**src/rtl/mem_arbiter.sv**
```systemverilog
// Single-port memory arbiter: serialises instruction fetch and data access onto one
// variable-latency memory, data first, with a bounded number of data grants while fetch waits.
module mem_arbiter #(
  parameter int ADDR_W      = 64,
  parameter int DATA_W      = 64,
  parameter int INST_W      = 32,
  parameter int MAX_D_BURST = 4
) (
  input  logic              clk,
  input  logic              rst,
  input  logic              if_req,
  input  logic [ADDR_W-1:0] if_addr,
  output logic              if_ack,
  output logic [INST_W-1:0] if_rdata,
  input  logic              d_req,
  input  logic              d_we,
  input  logic [ADDR_W-1:0] d_addr,
  input  logic [DATA_W-1:0] d_wdata,
  output logic              d_ack,
  output logic [DATA_W-1:0] d_rdata,
  output logic              mem_req,
  output logic              mem_we,
  output logic [ADDR_W-1:0] mem_addr,
  output logic [DATA_W-1:0] mem_wdata,
  input  logic [DATA_W-1:0] mem_rdata,
  input  logic              mem_ready,
  output logic              stall_if,
  output logic              stall_mem,
  output logic [1:0]        owner
);

  localparam int CNT_W = $clog2(MAX_D_BURST + 1);
  localparam logic [CNT_W-1:0] BURST_MAX = CNT_W'(MAX_D_BURST);

  typedef enum logic [1:0] {IDLE, I_BUSY, D_BUSY, DONE} state_t;

  state_t           state, state_nxt;
  logic [CNT_W-1:0] burst_cnt;
  logic             fetch_starved;
  logic             grant_d, grant_i, done_i, done_d;

  function automatic logic [CNT_W-1:0] sat_inc(input logic [CNT_W-1:0] v);
    return (v == BURST_MAX) ? v : v + 1'b1;
  endfunction

  assign fetch_starved = if_req && (burst_cnt == BURST_MAX);

  always_ff @(posedge clk) begin
    if (rst) state <= IDLE;
    else     state <= state_nxt;
  end

  always_comb begin
    state_nxt = state;
    case (state)
      IDLE: begin
        if (d_req && !fetch_starved) state_nxt = D_BUSY;
        else if (if_req)             state_nxt = I_BUSY;
      end
      I_BUSY, D_BUSY: if (mem_ready) state_nxt = DONE;
      DONE:           state_nxt = IDLE;
      default:        state_nxt = IDLE;
    endcase
  end

  always_comb begin
    grant_d = (state == IDLE) && (state_nxt == D_BUSY);
    grant_i = (state == IDLE) && (state_nxt == I_BUSY);
    done_i  = (state == I_BUSY) && mem_ready;
    done_d  = (state == D_BUSY) && mem_ready;
  end

  // Memory side is driven only from these latches, so requesters may change after grant
  always_ff @(posedge clk) begin
    if (rst) begin
      burst_cnt <= '0;
      mem_req   <= 1'b0;
      mem_we    <= 1'b0;
      mem_addr  <= '0;
      mem_wdata <= '0;
      if_ack    <= 1'b0;
      d_ack     <= 1'b0;
      if_rdata  <= '0;
      d_rdata   <= '0;
      owner     <= 2'b00;
    end else begin
      if_ack <= done_i;
      d_ack  <= done_d;
      if (grant_d) begin
        mem_req   <= 1'b1;
        mem_we    <= d_we;
        mem_addr  <= d_addr;
        mem_wdata <= d_wdata;
        owner     <= 2'b10;
        burst_cnt <= if_req ? sat_inc(burst_cnt) : '0;
      end
      if (grant_i) begin
        mem_req   <= 1'b1;
        mem_we    <= 1'b0;
        mem_addr  <= if_addr;
        owner     <= 2'b01;
        burst_cnt <= '0;
      end
      if (done_i || done_d) begin
        mem_req <= 1'b0;
        mem_we  <= 1'b0;
      end
      if (done_i)            if_rdata <= mem_rdata[INST_W-1:0];
      if (done_d && !mem_we) d_rdata  <= mem_rdata;
      if (state == DONE)     owner    <= 2'b00;
    end
  end

  assign stall_if  = if_req & ~if_ack;
  assign stall_mem = d_req & ~d_ack;

endmodule

```
**config.mk**
```make
export PLATFORM = sky130hd
export DESIGN_NAME = mem_arbiter
export DESIGN_NICKNAME = d
export VERILOG_FILES = /design/src/rtl/mem_arbiter.sv
export SDC_FILE = /design/constraint.sdc
export NUM_CORES = 1
export LEC_CHECK = 0
export BUFFER_PORTS_ARGS = -buffer_cell sky130_fd_sc_hd__buf_2
export CAP_MARGIN = 25
export CORE_AREA = 2 2 191 193
export DETAILED_ROUTE_END_ITERATION = 8
export DIE_AREA = 0 0 193 195
export HOLD_SLACK_MARGIN = 0.02
export PLACE_DENSITY = 0.56
export SLEW_MARGIN = 10
export SYNTH_ARGS = -nofsm -noshare
export SYNTH_HDL_FRONTEND = slang
export SYNTH_SLANG_ARGS = --single-unit
```
**constraint.sdc**
```tcl
create_clock -name clk -period 3.9 [get_ports clk]
set_input_delay 0.39 -clock clk [delete_from_list [all_inputs] [get_ports clk]]
set_output_delay 0.39 -clock clk [all_outputs]
set_load 0.05 [all_outputs]
```
==> impl_metrics.ini, run 1 <==
[power_and_ir_drop]
switching_power_mw = 2.69
power.density_nw_per_um2 = 588
pwr-share-clk_pct = 35.2
combPwrFrac_pct = 27.5
power.leakage_nw = 5.82
p_int_mw = 4.73
pwr-share-seq_pct = 37.3
vdd_drop_max_v = 0.000350
swShare_pct = 36.2

[sta]
finClkSkew_ps = 13.8
hold_viol = 0
rsz0062_at_grt = no
tightest_slew_ps = 982
drv_slew = 0
fin_crit_ps = 2570
max-slew-margin-rel_pct = 34.6
setup_tns_ps = 0
finalCritPeriodShare_pct = 65.9
max_clock_freq_mhz = 389
finalSetupViolations = 0
setup_ws_ps = 1330

[cts]
cts_root_buffer = clkbuf_16
clock_sinks = 235
hold_buffers = 0
cts_tree = built
htreeDepth = 1
clk_pin_slew_ps = 60
ctsResizeCount = 0
clk_path_buf_depth = 3
worstSkewPairLatency_ps = 540
cts_buffers = 27
cts_setup_buffers = 0

[placed_design]
place_ws_ps = 1390
dp_hpwl_mm = 22.3
numPortBuffers = 493
gp_congestion = 0.801

[synthesis]
synth_edf_count = 0
syn_nets = 1389
ys_async_sr_fraction_pct = 0
synth_top_area_cell = dfxtp_1
yosysMostFrequentCell = nand2_1
ys_seq_elements = 235
synthFlopType = dfxtp_1
yosys_warnings = 0
netlist_area_um2 = 8810
yosys-top-cells-count = nand2_1, dfxtp_1, a21oi_1, nor2_1, a311oi_1
synth_area_leaders = dfxtp_1, nand2_1, a21oi_1, a311oi_1, nor2_1
ys_seq_area_share_pct = 53.4
synth_top_cell_area_share_pct = 53.4
avgSynthCellArea_um2 = 7.86
netlist-cell-type-count = 33
syn_inst = 1121

[global_route]
antenna_found_initial = 1
grt_pass1_wl_mm = 46.9
overflow = 0
track_usage_pct = 15.5
grt_pass1_vias = 8740
grt_max_degree = 91

[routing]
routedWlPerCell_um = 15.4
drt_first_pass_iters = 4
ant_nets = 0
first_iter_violations = 403
detail_route.vias_per_cell = 4.52
drt_wl_total_mm = 31.5
drc = 0
vias = 9283

[floorplan]
num_rows = 69
dieArea_um2 = 37600
core_um2 = 35400
start_util_pct = 24.9
fp.dieH_um = 195
io_pins = 494
dieWidth_um = 193

[worst_setup_path]
crit_buf_inv = 2
end_kind = register
crit_path_cell_trace = inv_1 -> ha_1 -> and3_1 -> o2111ai_4 -> buf_12 -> nor2_1 -> a311oi_1
start_kind = register
crit_arrival_ps = 3000
slowest_stage = o2111ai_4
crit_required_ps = 4330
crit_type = register to register
cpPeakStageDelay_ps = 770
crit_fanout = 90
critPathTopFamily = compound AO/OA/AOI/OAI gates

[cells_and_area]
drive_gt1_share_pct = 35.6
nets = 1838
fillers = 3766
fin_util_pct = 35.6
synthToLayoutAreaGrowth_pct = 43.2
diodes = 0

[run_status]
status = complete, no violations

[flow_run]
timing.max_cap.violations = 0

[min_path]
hp-class = input port to register
[cell usage in the layout, fill, tap and decap left out, types with 5 or more instances in the layout]
| cell | count |
|---|---|
| a311oi_1 | 66 |
| nor2_1 | 73 |
| buf_2 | 492 |
| dfxtp_1 | 235 |
| nand2_1 | 454 |
| clkbuf_16 | 27 |
| a21oi_1 | 162 |
| buf_12 | 5 |
| clkbuf_8 | 9 |
| buf_4 | 12 |
| inv_1 | 5 |
| ha_1 | 6 |
| clkinv_2 | 7 |
[worst paths after layout]
check | cells past startpoint | slack, ps | to | startpoint
setup / recovery | 7 | 1330 | mem_addr[47]$_SDFFE_PP0P_ | burst_cnt[0]$_SDFFE_PP0P_
hold / removal | 3 | 80 | d_rdata[44]$_SDFFE_PP0P_ | mem_rdata[44]
setup reg to reg | 7 | 1330 | mem_addr[47]$_SDFFE_PP0P_ | burst_cnt[0]$_SDFFE_PP0P_
hold reg to reg | 2 | 450 | mem_wdata[51]$_SDFFE_PP0P_ | mem_wdata[51]$_SDFFE_PP0P_
[layout make-up]
class                   count  area, um^2  share of cell area [%]
clock buffers              37         803                    6.37
clock inverters            13         128                    1.01
inverters                   5        18.8                   0.149
multi-input cells         790        3690                    29.3
flip-flops and latches    235        4700                    37.3
well taps                 461         577                    4.57
repair buffers            511        2690                    21.3
[power by group through the flow]
stage / sequential [mW] / clock, mW / combinational, mW
3_3_place_gp: 2.81 / 0 / 2.03
3_5_place_dp: 2.82 / 0 / 2.04
5_1_grt: 2.80 / 2.77 / 2.19
4_1_cts: 2.77 / 2.69 / 2.05
6_report: 2.77 / 2.61 / 2.04
2_1_floorplan: 3.64 / 0 / 0.629
[stage by stage]
step / hold WS [ps] / cells / instance area [um^2] / power, mW
2_1_floorplan: 485 / 1121 / 8810 / 4.26
3_3_place_gp: 439 / 2001 / 11700 / 4.85
3_5_place_dp: 443 / 2001 / 11700 / 4.86
4_1_cts: 43.2 / 2051 / 12600 / 7.50
5_1_grt: 70.7 / 2052 / 12600 / 7.75
6_report: 76.6 / 2052 / 12600 / 7.42
[tightest hold or removal path, cell delays in order]
cell and delay, ps:
buf_2 100, nand2_1 40, a21oi_1 50
[layer usage]
layer / global-route usage [%] / wire, um / share of wire [%] / vias to the layer above
met5: 0 / 13 / 0.041 / -
met3: 4.28 / 2930 / 9.3 / 64
met1: 18.8 / 12900 / 41 / 4254
li1: - / - / - / 4603
met4: 5.61 / 971 / 3.1 / 2
met2: 26.2 / 14700 / 47 / 360
[cell families after synthesis]
logic type | after synthesis | share of synthesized area [%]
xor gates and xnor gates | 1 | 0.0994
and+or+nand+nor | 542 | 23.6
adders and majority gates | 6 | 0.852
DFF | 235 | 53.4
buffers and inverters | 96 | 5.06
muxes | 2 | 0.227
AOI/OAI and AO/OA | 239 | 16.8
[sequential cells by signal, indices dropped and copies added, names as in the netlist]
name       count
owner          2
d_ack          1
d_rdata       64
if_rdata      32
burst_cnt      3
if_ack         1
state          2
mem_addr      64
mem_wdata     64
mem_req        1
mem_we         1
(Power assumes the default switching activity.)
==> inputs of run 2 (changes only) <==
- PLACE_DENSITY: 0.56 -> 0.58
- clock period: 3.9 -> 2.25 ns (I/O delays scaled with it)
==> run 2 against run 1 <==
Final area is 23% higher. Register-to-register slack worse by 1200 ps. Routed wire length grew 12%.
==> impl_metrics.ini, run 2 (synthesis gave the netlist of run 1 again) <==
[routing]
drt_first_pass_iters = 5
detail_route.vias_per_cell = 4.56
top_layer = met5
first_iter_violations = 500
wl_met3_mm = 3.00
ant_nets = 0
routedWlPerCell_um = 15.2
vias = 10600
drt_wl_total_mm = 35.3
wl_met2_mm = 17.0
drc = 0
wl_met1_mm = 14.1

[sta]
hold_viol = 0
finalSetupViolations = 0
max-slew-margin-rel_pct = 62.7
tightest_slew_ps = 559
finClkSkew_ps = 19.9
max_clock_freq_mhz = 469
rsz0062_at_grt = no
finalCritPeriodShare_pct = 94.8
fin_crit_ps = 2130
setup_ws_ps = 116
setup_tns_ps = 0
drv_slew = 0

[worst_setup_path]
crit_type = register to register
crit_arrival_ps = 2630
end_kind = register
cpPeakStageDelay_ps = 560
start_kind = register
slowest_stage = dlygate4sd3_1
crit_fanout = 20
cp_common_cell = nand2_1
crit_required_ps = 2750
crit_path_cell_trace = inv_1 -> ha_1 -> nand2_1 -> or2_4 -> buf_12 -> nand2_1 -> a21oi_1 -> dlygate4sd3_1

[cells_and_area]
final_cell_mix = buf_2, nand2_1, dlygate4sd3_1
layout_commonest_cell = buf_2
top_regs = d_rdata (64), mem_addr (64), mem_wdata (64)
drive_gt1_share_pct = 31.1
multiInputGateArea_um2 = 3700
synthToLayoutAreaGrowth_pct = 75.7
fillers = 3419
fin_util_pct = 43.7
regArea_um2 = 4710
nets = 2112

[floorplan]
num_rows = 69
fp.dieH_um = 195
dieArea_um2 = 37600
core_um2 = 35400
dieWidth_um = 193
io_pins = 494
start_util_pct = 24.9

[cts]
cts_tree = built
clk_pin_slew_ps = 60
cts_buffers = 27
htreeDepth = 1
worstSkewPairLatency_ps = 560
cts_root_buffer = clkbuf_16
clk_path_buf_depth = 3
clock_sinks = 235

[power_and_ir_drop]
switching_power_mw = 4.77
vdd_drop_max_v = 0.000640
pwr-share-clk_pct = 34.2
combPwrFrac_pct = 30.1
power.density_nw_per_um2 = 870
pwr-share-seq_pct = 35.7
total_power_mw = 13.5
p_int_mw = 8.69
swShare_pct = 35.4
power.leakage_nw = 7.03

[min_path]
hp-class = input port to register

[global_route]
grt_pass1_wl_mm = 52.7
antenna_found_initial = 2
grt_pass1_vias = 10400
track_usage_pct = 17.2
overflow = 0
grt_max_degree = 79

[placed_design]
gp_congestion = 0.847
dp_hpwl_mm = 23.1
place_ws_ps = 217
numPortBuffers = 493

[run_status]
status = complete, no violations

[flow_run]
timing.max_cap.violations = 0
[run 2: repair_timing]
action | 4_1_cts | 5_1_grt
endpoints found under the hold margin | 226 | 0
hold buffers | 259 | 0
setup endpoints to repair | 0 | 2
gates resized for setup | 0 | 3
buffers inserted | 0 | 2
[run 2: power groups by stage]
stage / Sequential [mW] / Combinational (mW) / Clock (mW)
2_1_floorplan: 6.30 / 1.09 / 0
3_3_place_gp: 4.88 / 3.63 / 0
3_5_place_dp: 4.89 / 3.65 / 0
4_1_cts: 4.81 / 4.01 / 4.74
5_1_grt: 4.86 / 4.31 / 4.88
6_report: 4.81 / 4.04 / 4.61
[run 2: path summary, 6_finish.rpt]
path,start,end,slack (ps),cells after the start
hold / removal,if_addr[23],mem_addr[23]$_SDFFE_PP0P_,40,3
setup / recovery,state[0]$_SDFF_PP0_,d_rdata[56]$_SDFFE_PP0P_,120,8
hold reg to reg,mem_wdata[31]$_SDFFE_PP0P_,mem_wdata[31]$_SDFFE_PP0P_,450,2
setup reg to reg,state[0]$_SDFF_PP0_,d_rdata[56]$_SDFFE_PP0P_,120,8
[run 2: area by class of cell]
class	count	area share [%]
flip-flops and latches	235	30.4
clock inverters	9	0.914
multi-input cells	790	23.9
diodes	2	0.0323
inverters	5	0.121
clock buffers	39	5.17
well taps	461	3.73
repair buffers	785	35.7
[run 2: critical path, delay by kind of cell, from the launching register on]
kind / cells / cell delay, ps
flops: 1 / 400
simple gates: 3 / 490
compound gates: 1 / 160
fa+ha+maj: 1 / 220
buf+inv: 3 / 820
[run 2: routing by layer]
metal / global-route usage [%] / vias to the layer above
li1: - / 5150
met1: 19.4 / 4907
met2: 30.6 / 442
met3: 4.15 / 101
met4: 7.21 / 2
met5: 0 / -
[run 2: metrics by stage]
stage | std cells | cell area [um^2] | hold WS (ps)
floorplan | 1121 | 8810 | 361
finish | 2326 | 15500 | 42.2
global route | 2325 | 15500 | 37.8
CTS | 2321 | 15400 | 28.4
detailed placement | 2014 | 11900 | 443
global placement | 2014 | 11900 | 439
==> inputs of run 3 (changes only) <==
- BUFFER_PORTS_ARGS: -buffer_cell sky130_fd_sc_hd__buf_2 -> default
- DONT_BUFFER_PORTS: default -> 1
- PLACE_DENSITY: 0.58 -> 0.45
- SLEW_MARGIN: 10 -> default
==> run 3 against run 2 <==
The run now ends with hold timing left. Routed wire length decreased by 13%. Via count shrank 22%. Sequential cell count unchanged. Total power shrank 8.5%. Sequential power grew 31%. Setup slack better by 34 ps. First-iteration DRC count is 31% lower. Final area fell by 22%. Core utilization is 9.7 points lower. Final cell count is 25% lower. Sequential share of layout area up 8.6 points. Critical path type unchanged. Largest cell class is now registers. Highest routed layer is now met4.
==> impl_metrics.ini, run 3 (synthesis gave the netlist of run 1 again) <==
[cts]
htreeDepth = 1
cts_root_buffer = clkbuf_16
cts_tree = built
cts_buffers = 27
clk_path_buf_depth = 3
cts_setup_buffers = 0
worstSkewPairLatency_ps = 540
clk_pin_slew_ps = 60
clock_sinks = 235

[global_route]
track_usage_pct = 14.7
overflow = 0
grt.busiest_layer = met2
grt_pass1_wl_mm = 44.0
grt_max_degree = 233
gr-usage-met2_pct = 25.7
antenna_found_initial = 1
grt_pass1_vias = 7849
use_met1_pct = 16.1
gr-usage-met3_pct = 4.65

[placed_design]
post_dp_cell_area_um2 = 9310
place_ws_ps = 263
gp_congestion = 0.760
numPortBuffers = 0
dp_hpwl_mm = 19.9

[worst_setup_path]
cp_common_cell = nand2_1
crit_arrival_ps = 2520
cpPeakStageDelay_ps = 590
crit_required_ps = 2670
start_kind = register
crit_fanout = 30
end_kind = register
crit_type = register to register
slowest_stage = dlygate4sd3_1
crit_path_cell_trace = ha_1 -> nand2_1 -> or2_2 -> buf_6 -> nand2_1 -> a21oi_1 -> dlygate4sd3_1

[sta]
drv_slew = 0
whs_ps = -182
hold_viol = 70
max-slew-margin-rel_pct = 59.7
max_clock_freq_mhz = 476
setup_tns_ps = 0
finalSetupViolations = 0
fin_crit_ps = 2100
rsz0062_at_grt = no
finClkSkew_ps = 7.35
finalCritPeriodShare_pct = 93.3
tightest_slew_ps = 604
setup_ws_ps = 150

[power_and_ir_drop]
p_int_mw = 7.90
vdd_drop_max_v = 0.000662
pwr-share-seq_pct = 51.2
pwr-share-clk_pct = 35.2
power.density_nw_per_um2 = 1020
power.leakage_nw = 4.62
switching_power_mw = 4.41
combPwrFrac_pct = 13.6
total_power_mw = 12.3
swShare_pct = 35.8

[routing]
drt_wl_total_mm = 30.7
vias = 8304
routedWlPerCell_um = 17.5
drt_first_pass_iters = 6
ant_nets = 0
first_iter_violations = 347
drc = 0
detail_route.vias_per_cell = 4.74

[floorplan]
io_pins = 494
fp.dieH_um = 195
dieArea_um2 = 37600
num_rows = 69
dieWidth_um = 193
start_util_pct = 24.9
core_um2 = 35400

[min_path]
hp-class = input port to register

[cells_and_area]
drive_gt1_share_pct = 5.66
nets = 1541
final_cell_mix = nand2_1, dfxtp_1, dlygate4sd3_1
final_cell_area_um2 = 12100
top_regs = d_rdata (64), mem_addr (64), mem_wdata (64)
synthToLayoutAreaGrowth_pct = 36.9
layout_commonest_cell = nand2_1

[run_status]
violations = hold timing
status = complete, but fails checks

[flow_run]
timing.max_cap.violations = 0
run 3: changes by cell type in the layout (fill, tap and decap cells not counted), sizes merged:
| cell | before | now |
|---|---|---|
| clkinvlp | 0 | 1 |
| diode | 2 | 1 |
| dlygate4sd3 | 259 | 187 |
| buf | 525 | 27 |
| clkbuf | 40 | 41 |
| bufinv | 3 | 2 |
| inv | 7 | 5 |
| clkinv | 4 | 2 |
run 3: cell type report:
type	instances	area (um^2)
timing repair buffer	214	2200
clock inverter	5	81.3
antenna	1	2.50
inverter	5	18.8
sequential	235	4710
fill	3722	23300
clock buffer	41	778
tap	461	577
multi-input combinational	790	3690
run 3: worst max-delay path, delay by kind of cell, from the launching register on:
family | cells | cell delay [ps]
simple gates | 3 | 550
compound gates | 1 | 70
buf+inv | 2 | 790
fa+ha+maj | 1 | 180
flops | 1 | 390
run 3: power groups by stage:
stage	logic, mW	clock network [mW]	registers, mW
global route	1.88	4.62	6.36
CTS	1.56	4.49	6.31
finish	1.67	4.34	6.30
detailed placement	1.41	0	6.40
global placement	1.39	0	6.41
floorplan	1.09	0	6.30
run 3: path summary, 6_finish.rpt:
path / start / end / slack [ps] / depth (start not counted)
max: state[1]$_SDFF_PP0_ / d_rdata[39]$_SDFFE_PP0P_ / 150 / 7
min: d_wdata[14] / mem_wdata[14]$_SDFFE_PP0P_ / -180 / 2
max reg2reg: state[1]$_SDFF_PP0_ / d_rdata[39]$_SDFFE_PP0P_ / 150 / 7
min reg2reg: mem_addr[7]$_SDFFE_PP0P_ / mem_addr[7]$_SDFFE_PP0P_ / 490 / 2
run 3: through the flow:
step / instances / hold WS [ps] / util (%)
CTS: 1666 / -271 / 31.6
detailed placement: 1518 / 312 / 26.3
global route: 1752 / -226 / 34.1
global placement: 1518 / 310 / 26.3
finish: 1752 / -182 / 34.1
floorplan: 1121 / 361 / -
run 3: metal layers:
metal	share of wire, %	up-vias
met5	0	-
met4	4.3	0
met3	11	68
met2	48	403
met1	37	3830
li1	-	4003
run 3: repair_timing:
| action | CTS | global route |
|---|---|---|
| resized for setup | 0 | 5 |
| hold buffers | 102 | 85 |
| hold endpoints to repair | 235 | 134 |
| setup endpoints to repair | 0 | 85 |
